`src/rtl/alloc_register_banks.sv`:
```
// Banked scratch register file: each bank allocates its own write slot (lowest free)
// and tracks slot validity. Reads return data one cycle later and may free the slot.
// Latency: read data 1 cycle; wr_addr is combinational from the pre-edge valid map.
// No backpressure: pipe_en=0 freezes all state; writes to a full bank are dropped and flagged.
// Ports:
//   clk, rst            clock, synchronous active-high reset
//   pipe_en             global advance enable
//   wr_en/wr_data       per-bank write request and data; wr_addr reports the slot used
//   rd_en/rd_inv/rd_addr per-bank read request, free-on-read, read slot
//   rd_data/rd_valid    registered read data and per-bank "updated last advance" flag
//   full/empty/occupancy per-bank fill status
//   err_overflow/err_rd_inv sticky error flags, cleared by err_clr (set wins)
module alloc_register_banks #(
  parameter int N_BANKS    = 4,
  parameter int BANK_DEPTH = 16,
  parameter int WORD_W     = 32,
  localparam int AW        = $clog2(BANK_DEPTH),
  localparam int CW        = $clog2(BANK_DEPTH + 1)
) (
  input  logic                        clk,
  input  logic                        rst,
  input  logic                        pipe_en,
  input  logic [N_BANKS-1:0]          wr_en,
  input  logic [N_BANKS*WORD_W-1:0]   wr_data,
  output logic [N_BANKS*AW-1:0]       wr_addr,
  input  logic [N_BANKS-1:0]          rd_en,
  input  logic [N_BANKS-1:0]          rd_inv,
  input  logic [N_BANKS*AW-1:0]       rd_addr,
  output logic [N_BANKS*WORD_W-1:0]   rd_data,
  output logic [N_BANKS-1:0]          rd_valid,
  output logic [N_BANKS-1:0]          full,
  output logic [N_BANKS-1:0]          empty,
  output logic [N_BANKS*CW-1:0]       occupancy,
  output logic                        err_overflow,
  output logic                        err_rd_inv,
  input  logic                        err_clr
);

  logic [N_BANKS-1:0] ovf_set;
  logic [N_BANKS-1:0] bad_rd_set;

  for (genvar b = 0; b < N_BANKS; b++) begin : g_bank
    logic [BANK_DEPTH-1:0] vmap;
    logic [WORD_W-1:0]     mem [BANK_DEPTH];
    logic [CW-1:0]         occ;
    logic [AW-1:0]         alloc;
    logic [AW-1:0]         ra;
    logic [WORD_W-1:0]     rd_q;
    logic                  rv_q;
    logic                  bank_full;
    logic                  slot_valid;
    logic                  wr_acc;
    logic                  inv_hit;

    assign ra         = rd_addr[b*AW +: AW];
    assign slot_valid = vmap[ra];
    assign bank_full  = (occ == CW'(BANK_DEPTH));
    assign wr_acc     = pipe_en & wr_en[b] & ~bank_full;
    // Only freeing a slot that was actually valid reduces the count.
    assign inv_hit    = pipe_en & rd_en[b] & rd_inv[b] & slot_valid;

    assign ovf_set[b]    = pipe_en & wr_en[b] & bank_full;
    assign bad_rd_set[b] = pipe_en & rd_en[b] & ~slot_valid;

    // Lowest free slot; scanning downward lets the lowest index win.
    // A full bank falls through to 0.
    always_comb begin
      alloc = '0;
      for (int i = BANK_DEPTH - 1; i >= 0; i--) begin
        if (!vmap[i]) alloc = AW'(i);
      end
    end

    always_ff @(posedge clk) begin
      if (rst) begin
        vmap <= '0;
        occ  <= '0;
        rd_q <= '0;
        rv_q <= 1'b0;
        for (int i = 0; i < BANK_DEPTH; i++) mem[i] <= '0;
      end else if (pipe_en) begin
        // Invalidate first, then write: if the freed slot is also the allocated
        // one (it was already free), the write's valid bit must win.
        if (rd_en[b] && rd_inv[b]) vmap[ra] <= 1'b0;
        if (wr_acc) begin
          vmap[alloc] <= 1'b1;
          mem[alloc]  <= wr_data[b*WORD_W +: WORD_W];
        end
        occ  <= occ + CW'(wr_acc) - CW'(inv_hit);
        rv_q <= rd_en[b];
        if (rd_en[b]) rd_q <= mem[ra];
      end
    end

    assign wr_addr[b*AW +: AW]       = alloc;
    assign rd_data[b*WORD_W +: WORD_W] = rd_q;
    assign rd_valid[b]               = rv_q;
    assign full[b]                   = bank_full;
    assign empty[b]                  = (occ == '0);
    assign occupancy[b*CW +: CW]     = occ;

    a_occ_matches_map: assert property (@(posedge clk) disable iff (rst)
      occ == CW'($countones(vmap)));
  end

  // Sticky errors: a new event in the same cycle beats err_clr.
  always_ff @(posedge clk) begin
    if (rst) begin
      err_overflow <= 1'b0;
      err_rd_inv   <= 1'b0;
    end else begin
      if (|ovf_set)         err_overflow <= 1'b1;
      else if (err_clr)     err_overflow <= 1'b0;
      if (|bad_rd_set)      err_rd_inv   <= 1'b1;
      else if (err_clr)     err_rd_inv   <= 1'b0;
    end
  end

  a_no_x_outputs: assert property (@(posedge clk) disable iff (rst)
    !$isunknown({wr_addr, rd_data, rd_valid, full, empty, occupancy,
                 err_overflow, err_rd_inv}));

endmodule

```
`config.mk`:
```
export PLATFORM = sky130hd
export DESIGN_NAME = alloc_register_banks
export DESIGN_NICKNAME = d
export VERILOG_FILES = /design/src/rtl/alloc_register_banks.sv
export SDC_FILE = /design/constraint.sdc
export NUM_CORES = 2
export LEC_CHECK = 0
export BUFFER_PORTS_ARGS = -buffer_cell sky130_fd_sc_hd__buf_4
export CORE_MARGIN = 4
export CORE_UTILIZATION = 60
export CTS_CLUSTER_DIAMETER = 150
export DETAILED_ROUTE_END_ITERATION = 10
export PLACE_DENSITY = 0.75
export SYNTH_ARGS = -nofsm -noshare
export SYNTH_HDL_FRONTEND = slang
export SYNTH_SLANG_ARGS = --single-unit
```
`constraint.sdc`:
```
create_clock -name clk -period 7.2 [get_ports clk]
set_input_delay 1.8 -clock clk [delete_from_list [all_inputs] [get_ports clk]]
set_output_delay 1.8 -clock clk [all_outputs]
set_load 0.03 [all_outputs]
```
# [Word level (Yosys, flattened, before mapping)]
# Memories as Yosys holds them, arrays and structs flattened. A register that Yosys moved wholly into a read port is not among the register bits.
# Index checks and enable logic that the tools add are counted.
[word_totals] wordCells=259 reg_bits=90 mem_bits_rw=2048 n_memories=4 output_inout_bits=178
[classes] n_lt_le_gt_ge=16 muxes=137 n_bitwise=48 reduce_logical=28 eq_ne=4 addsub=8
[mem_list] name="g_bank[0].mem" words=16 width=32 rd=1 rd_ports_with_merged_regs=1 wr=16 line="44" source="logic [WORD_W-1:0] mem [BANK_DEPTH];"
[mem_list] name="g_bank[1].mem" words=16 width=32 rd=1 rd_ports_with_merged_regs=1 wr=16 line="44"
[mem_list] name="g_bank[2].mem" words=16 width=32 rd=1 rd_ports_with_merged_regs=1 wr=16 line="44"
[mem_list] name="g_bank[3].mem" words=16 width=32 rd=1 rd_ports_with_merged_regs=1 wr=16 line="44"
[ops] op="4-bit 2-to-1 mux" n=68
[ops] op="16-bit 2-to-1 mux" n=16
[ops] op="32-bit 2-to-1 mux" n=4
[ops] op="32-bit OR reduction" n=4
[ops] op="16-bit bitwise AND" n=4
[ops] op="16-bit inverter" n=4
[ops] op="16-bit bitwise OR" n=4
[ops] op="4-bit by 5-bit < comparator with 1-bit output (second input constant)" n=8
[ops] op="1-bit 2-to-1 mux" n=37
[ops] op="1-bit demux with 4-bit select" n=8
[ops] op="4-bit by 1-bit greater-or-equal comparator with 1-bit output (second input constant)" n=8
[ops] op="1-bit bitwise AND" n=28
[ops] op="5-bit by 1-bit adder with 5-bit output" n=4
[ops] op="5-bit == test (second input constant)" n=4
[ops] op="5-bit zero test" n=4
[ops] op="5-bit by 1-bit subtractor with 5-bit output" n=4
[ops] op="1-bit binary-select mux with 4-bit select" n=4
[ops] op="1-bit logical AND" n=12
[ops] op="1-bit inverter" n=8
[ops] op="2-bit AND reduction" n=4
[ops] op="4-bit OR reduction" n=2
[ops] op="2-bit nonzero test" n=2

# [Longest topological paths before layout]
[logic_depth] word_depth=22 ltp_mapped=18

# [Least setup slack after synthesis]
# OpenSTA, ideal clock, no wires.
[synth_path] path_kind="input-to-reg" start="input wr_en[0]" end="memory g_bank[0].mem[13][0], enable pin" n_path_buf=1 stages=6 path_slack_ns=1.536 t_arrival_ns=5.199 setup_ns=0.466 cell_sequence="nand2_1 > or2_1 > nor4_2 > nand3_1 > clkbuf_1 > o21ai_0"
[synth_rtl] item="start: declaration" line="23" source="input logic [N_BANKS-1:0] wr_en,"
[synth_rtl] item="end: declaration" line="44"

# [Final worst setup path]
[layout_path] start="register g_bank[3].vmap[14]" end="output wr_addr[12]"
[layout_between] elab_chain_len=15
[layout_rtl] item="start: declaration" line="43" source="logic [BANK_DEPTH-1:0] vmap;"
[layout_rtl] item="start signal: assignment" line="76" source="vmap <= '0;"
[layout_rtl] item="start signal: indexed assignment" line="84" source="if (rd_en[b] && rd_inv[b]) vmap[ra] <= 1'b0;"
[layout_rtl] item="start signal: indexed assignment" line="86" source="vmap[alloc] <= 1'b1;"
[layout_rtl] item="4-bit 2-to-1 mux (15 in series)" line="70" source="if (!vmap[i]) alloc = AW'(i);"
[layout_rtl] item="end: declaration" line="25" source="output logic [N_BANKS*AW-1:0] wr_addr,"
# No other way between the ends.

==> results.json <==
{
  "seqCellArea_sq_um": 65900,
  "finalHoldViolCount": 0,
  "drive_above_1_share": 0.232,
  "ir_drop_v": 0.000261,
  "die_area_sq_um": 175000,
  "drt_iter0_markers": 8882,
  "p_total_w": 0.0296,
  "drtPass1Iterations": 6,
  "multi_input_area_sq_um": 32600,
  "slew_headroom": 0.189,
  "grt_pass1_wl_um": 423000,
  "finalSetupViolations": 0,
  "p_leak_nw": 37.8,
  "io_pins": 338,
  "ys_seq_area_frac": 0.653,
  "whs_ns": 0.454,
  "ant_nets": 0,
  "syn_avg_cell_area_sq_um": 14.8,
  "grt_max_degree": 110,
  "cp.arrival_ns": 3.14,
  "die_y_um": 418,
  "status": "finished, final reports clean",
  "synthCells": 6826,
  "p_per_area_nw_per_um2": 262,
  "detail_route.wl_per_cell_um": 30.5,
  "grt_usage": 0.326,
  "port_buffers": 337,
  "finalWirelength_um": 283000,
  "fin_crit_ns": 4.94,
  "dp_hpwl_um": 161000,
  "netlist_area_sq_um": 101000,
  "layout-area-overhead-vs-synth_pct": 12.2,
  "reg2reg_depth": 10,
  "coreArea_sq_um": 167000,
  "rsz0062_at_grt": "no",
  "grt-ovfl-total": 0,
  "worstMarginPinSlew_ns": 1.22,
  "timing.fmax_ghz": 0.203,
  "grt_pass1_vias": 63998,
  "cts_made_buffers": 222,
  "synth_nets": 7014,
  "drc_errors": 0,
  "r2r_slack_ns": 2.56,
  "ys_types": 73,
  "slew_viol_final": 0,
  "nets": 7047,
  "ys_seq_elements": 2266,
  "antenna_found_initial": 28,
  "num-fill-cells": 11122,
  "yosys_warnings": 0,
  "post_cts_buffers": 0,
  "critPathRequiredTime_ns": 5.40,
  "period_share": 0.685,
  "cts_buffer_depth": 3,
  "rows": 150,
  "cts.sinks": 2266,
  "setup-tns-final_ns": 0,
  "path_max_fanout": 41,
  "hold_class": "flip-flop to flip-flop",
  "die_x_um": 418,
  "routed_via_density": 6.86,
  "reg2reg_to": "g_bank[2].mem[8][26]$_SDFFCE_PN0P_",
  "cts_tree": "done",
  "max-cap-violations": 0,
  "async_reset_ff_frac": 0,
  "clkLatencyLatePin_ns": 0.88,
  "synth-edff-count": 2048,
  "root_buffer": "clkbuf_16",
  "crit_type": "flip-flop to output pin",
  "synthFlopType": "edfxtp_1",
  "cts_max_level": 4,
  "cts_resized": 0,
  "start_kind": "flip-flop",
  "vias": 63656,
  "rr_startpoint": "g_bank[2].occ[2]$_SDFFE_PP0P_",
  "initial_core_util": 0.603,
  "critPathLaunch": "g_bank[3].vmap[14]$_SDFFE_PP0P_",
  "end_kind": "output pin",
  "skew_ns": 0.0332,
  "cts.clk_slew.worst_paths_ns": 0.06,
  "crit_path_end": "wr_addr[12]",
  "hold_buffers": 0,
  "place.gp.congestion": 0.852
}
critical path, stage by stage, from the launching register on:
cell and delay [ns]:
dfxtp_1 0.35, nor2b_1 0.15, o21ai_1 0.13, a21boi_1 0.11
o2111a_1 0.48, o21ai_4 0.20, buf_4 0.54, inv_1 0.10
buf_4 0.19
routing by layer:
layer  global-route usage  share of wire  up-vias
met5                    0        0.00012        -
met4                0.153          0.050        6
met3               0.0621           0.11      654
met2                0.515           0.48     4330
met1                0.445           0.36    32274
li1                     -              -    26392
cell families after synthesis:
kind of cell	count (synthesis)	share of synthesized area
AND/OR/NAND/NOR	2605	0.137
XOR/XNOR	12	0.00104
adder cells (fa/ha/maj)	28	0.00377
flip-flops	2266	0.653
multiplexers	673	0.148
buffers and inverters	863	0.0338
AO/OA/AOI/OAI	379	0.0237
cells in the mapped netlist (5+ instances only):
library cell | n | area [sq um]
o32ai_1 | 14 | 123
nand2_1 | 318 | 1190
nor2_1 | 52 | 195
mux2i_1 | 16 | 160
xnor2_1 | 8 | 70.1
a31oi_1 | 6 | 37.5
o21ai_1 | 6 | 30.0
nand3_1 | 11 | 55.1
nor4_2 | 13 | 163
inv_1 | 119 | 447
buf_2 | 103 | 515
buf_4 | 8 | 60.1
or2_2 | 30 | 188
o21ai_0 | 93 | 465
nor4_4 | 5 | 106
mux4_2 | 656 | 14800
nand2b_1 | 29 | 181
a211oi_1 | 12 | 90.1
or3_1 | 5 | 31.3
clkinv_1 | 64 | 240
o21bai_1 | 6 | 45.0
and3_1 | 8 | 50.1
edfxtp_1 | 2048 | 61500
ha_1 | 24 | 300
nor4b_1 | 5 | 43.8
o211ai_1 | 37 | 278
nand4_1 | 20 | 125
nor3_1 | 1425 | 7130
a21oi_1 | 151 | 756
and2_1 | 644 | 4030
nand3b_1 | 10 | 75.1
buf_1 | 69 | 259
clkbuf_2 | 6 | 30.0
nor2b_1 | 6 | 37.5
dfxtp_1 | 218 | 4360
a31o_2 | 16 | 140
clkbuf_1 | 492 | 1850
sequential cells by signal, summed over array words and instances, names as in the netlist:
name	cells
g_bank.mem	2048
g_bank.rd_q	128
g_bank.vmap	64
g_bank.occ	20
g_bank.rv_q	4
err_overflow	1
err_rd_inv	1
final cells by class:
class / instances / area share
clock inverters: 113 / 0.0117
multi-input cells: 3697 / 0.288
inverters: 184 / 0.00614
flip-flops and latches: 2266 / 0.582
well taps: 2204 / 0.0244
clock buffers: 307 / 0.0542
diodes: 23 / 0.000508
repair buffers: 488 / 0.0333
how the worst min path moves through the flow:
stage                                                from                               to  cells past startpoint
after floorplan               g_bank[0].rv_q$_SDFFE_PP0P_      g_bank[0].rv_q$_SDFFE_PP0P_                      2
after global routing       g_bank[0].rd_q[8]$_SDFFE_PP0P_   g_bank[0].rd_q[8]$_SDFFE_PP0P_                      2
after detailed placement  g_bank[2].rd_q[14]$_SDFFE_PP0P_  g_bank[2].rd_q[14]$_SDFFE_PP0P_                      2
after CTS                 g_bank[2].rd_q[14]$_SDFFE_PP0P_  g_bank[2].rd_q[14]$_SDFFE_PP0P_                      2
final                     g_bank[2].rd_q[29]$_SDFFE_PP0P_  g_bank[2].rd_q[29]$_SDFFE_PP0P_                      2
after global placement    g_bank[2].rd_q[29]$_SDFFE_PP0P_  g_bank[2].rd_q[29]$_SDFFE_PP0P_                      2
report_power, final:
group          internal (W)  leakage [nW]  switching, W  total [W]
sequential           0.0148          22.6      0.000202     0.0150
combinational      0.000903          11.6       0.00173    0.00264
clock               0.00689          3.64       0.00505     0.0119
total                0.0226          37.8       0.00699     0.0296
cell usage in the layout (no fill, tap or decap), types with 20 or more instances in the layout:
master,count
a21oi_1,151
and2_1,641
buf_4,476
bufinv_16,26
clkbuf_1,63
clkbuf_16,226
clkbuf_8,22
clkinv_1,95
clkinv_2,36
dfxtp_1,218
diode_2,23
edfxtp_1,2048
ha_1,24
inv_1,118
mux4_2,656
nand2_1,309
nand2b_1,27
nand4_1,20
nor2_1,52
nor3_1,1425
o211ai_1,37
o21ai_0,49
o21ai_4,48
or2_2,30
per-stage QoR:
stage / worst slack, ns / cells / utilization / instance area (sq um)
6_report: 2.26 / 9282 / 0.677 / 113000
5_1_grt: 2.16 / 9275 / 0.677 / 113000
4_1_cts: 2.24 / 9259 / 0.677 / 113000
3_5_place_dp: 1.58 / 8839 / 0.632 / 106000
3_3_place_gp: 1.66 / 8839 / 0.632 / 106000
2_1_floorplan: 1.54 / 6826 / - / 101000
(Power assumes the default switching activity.)
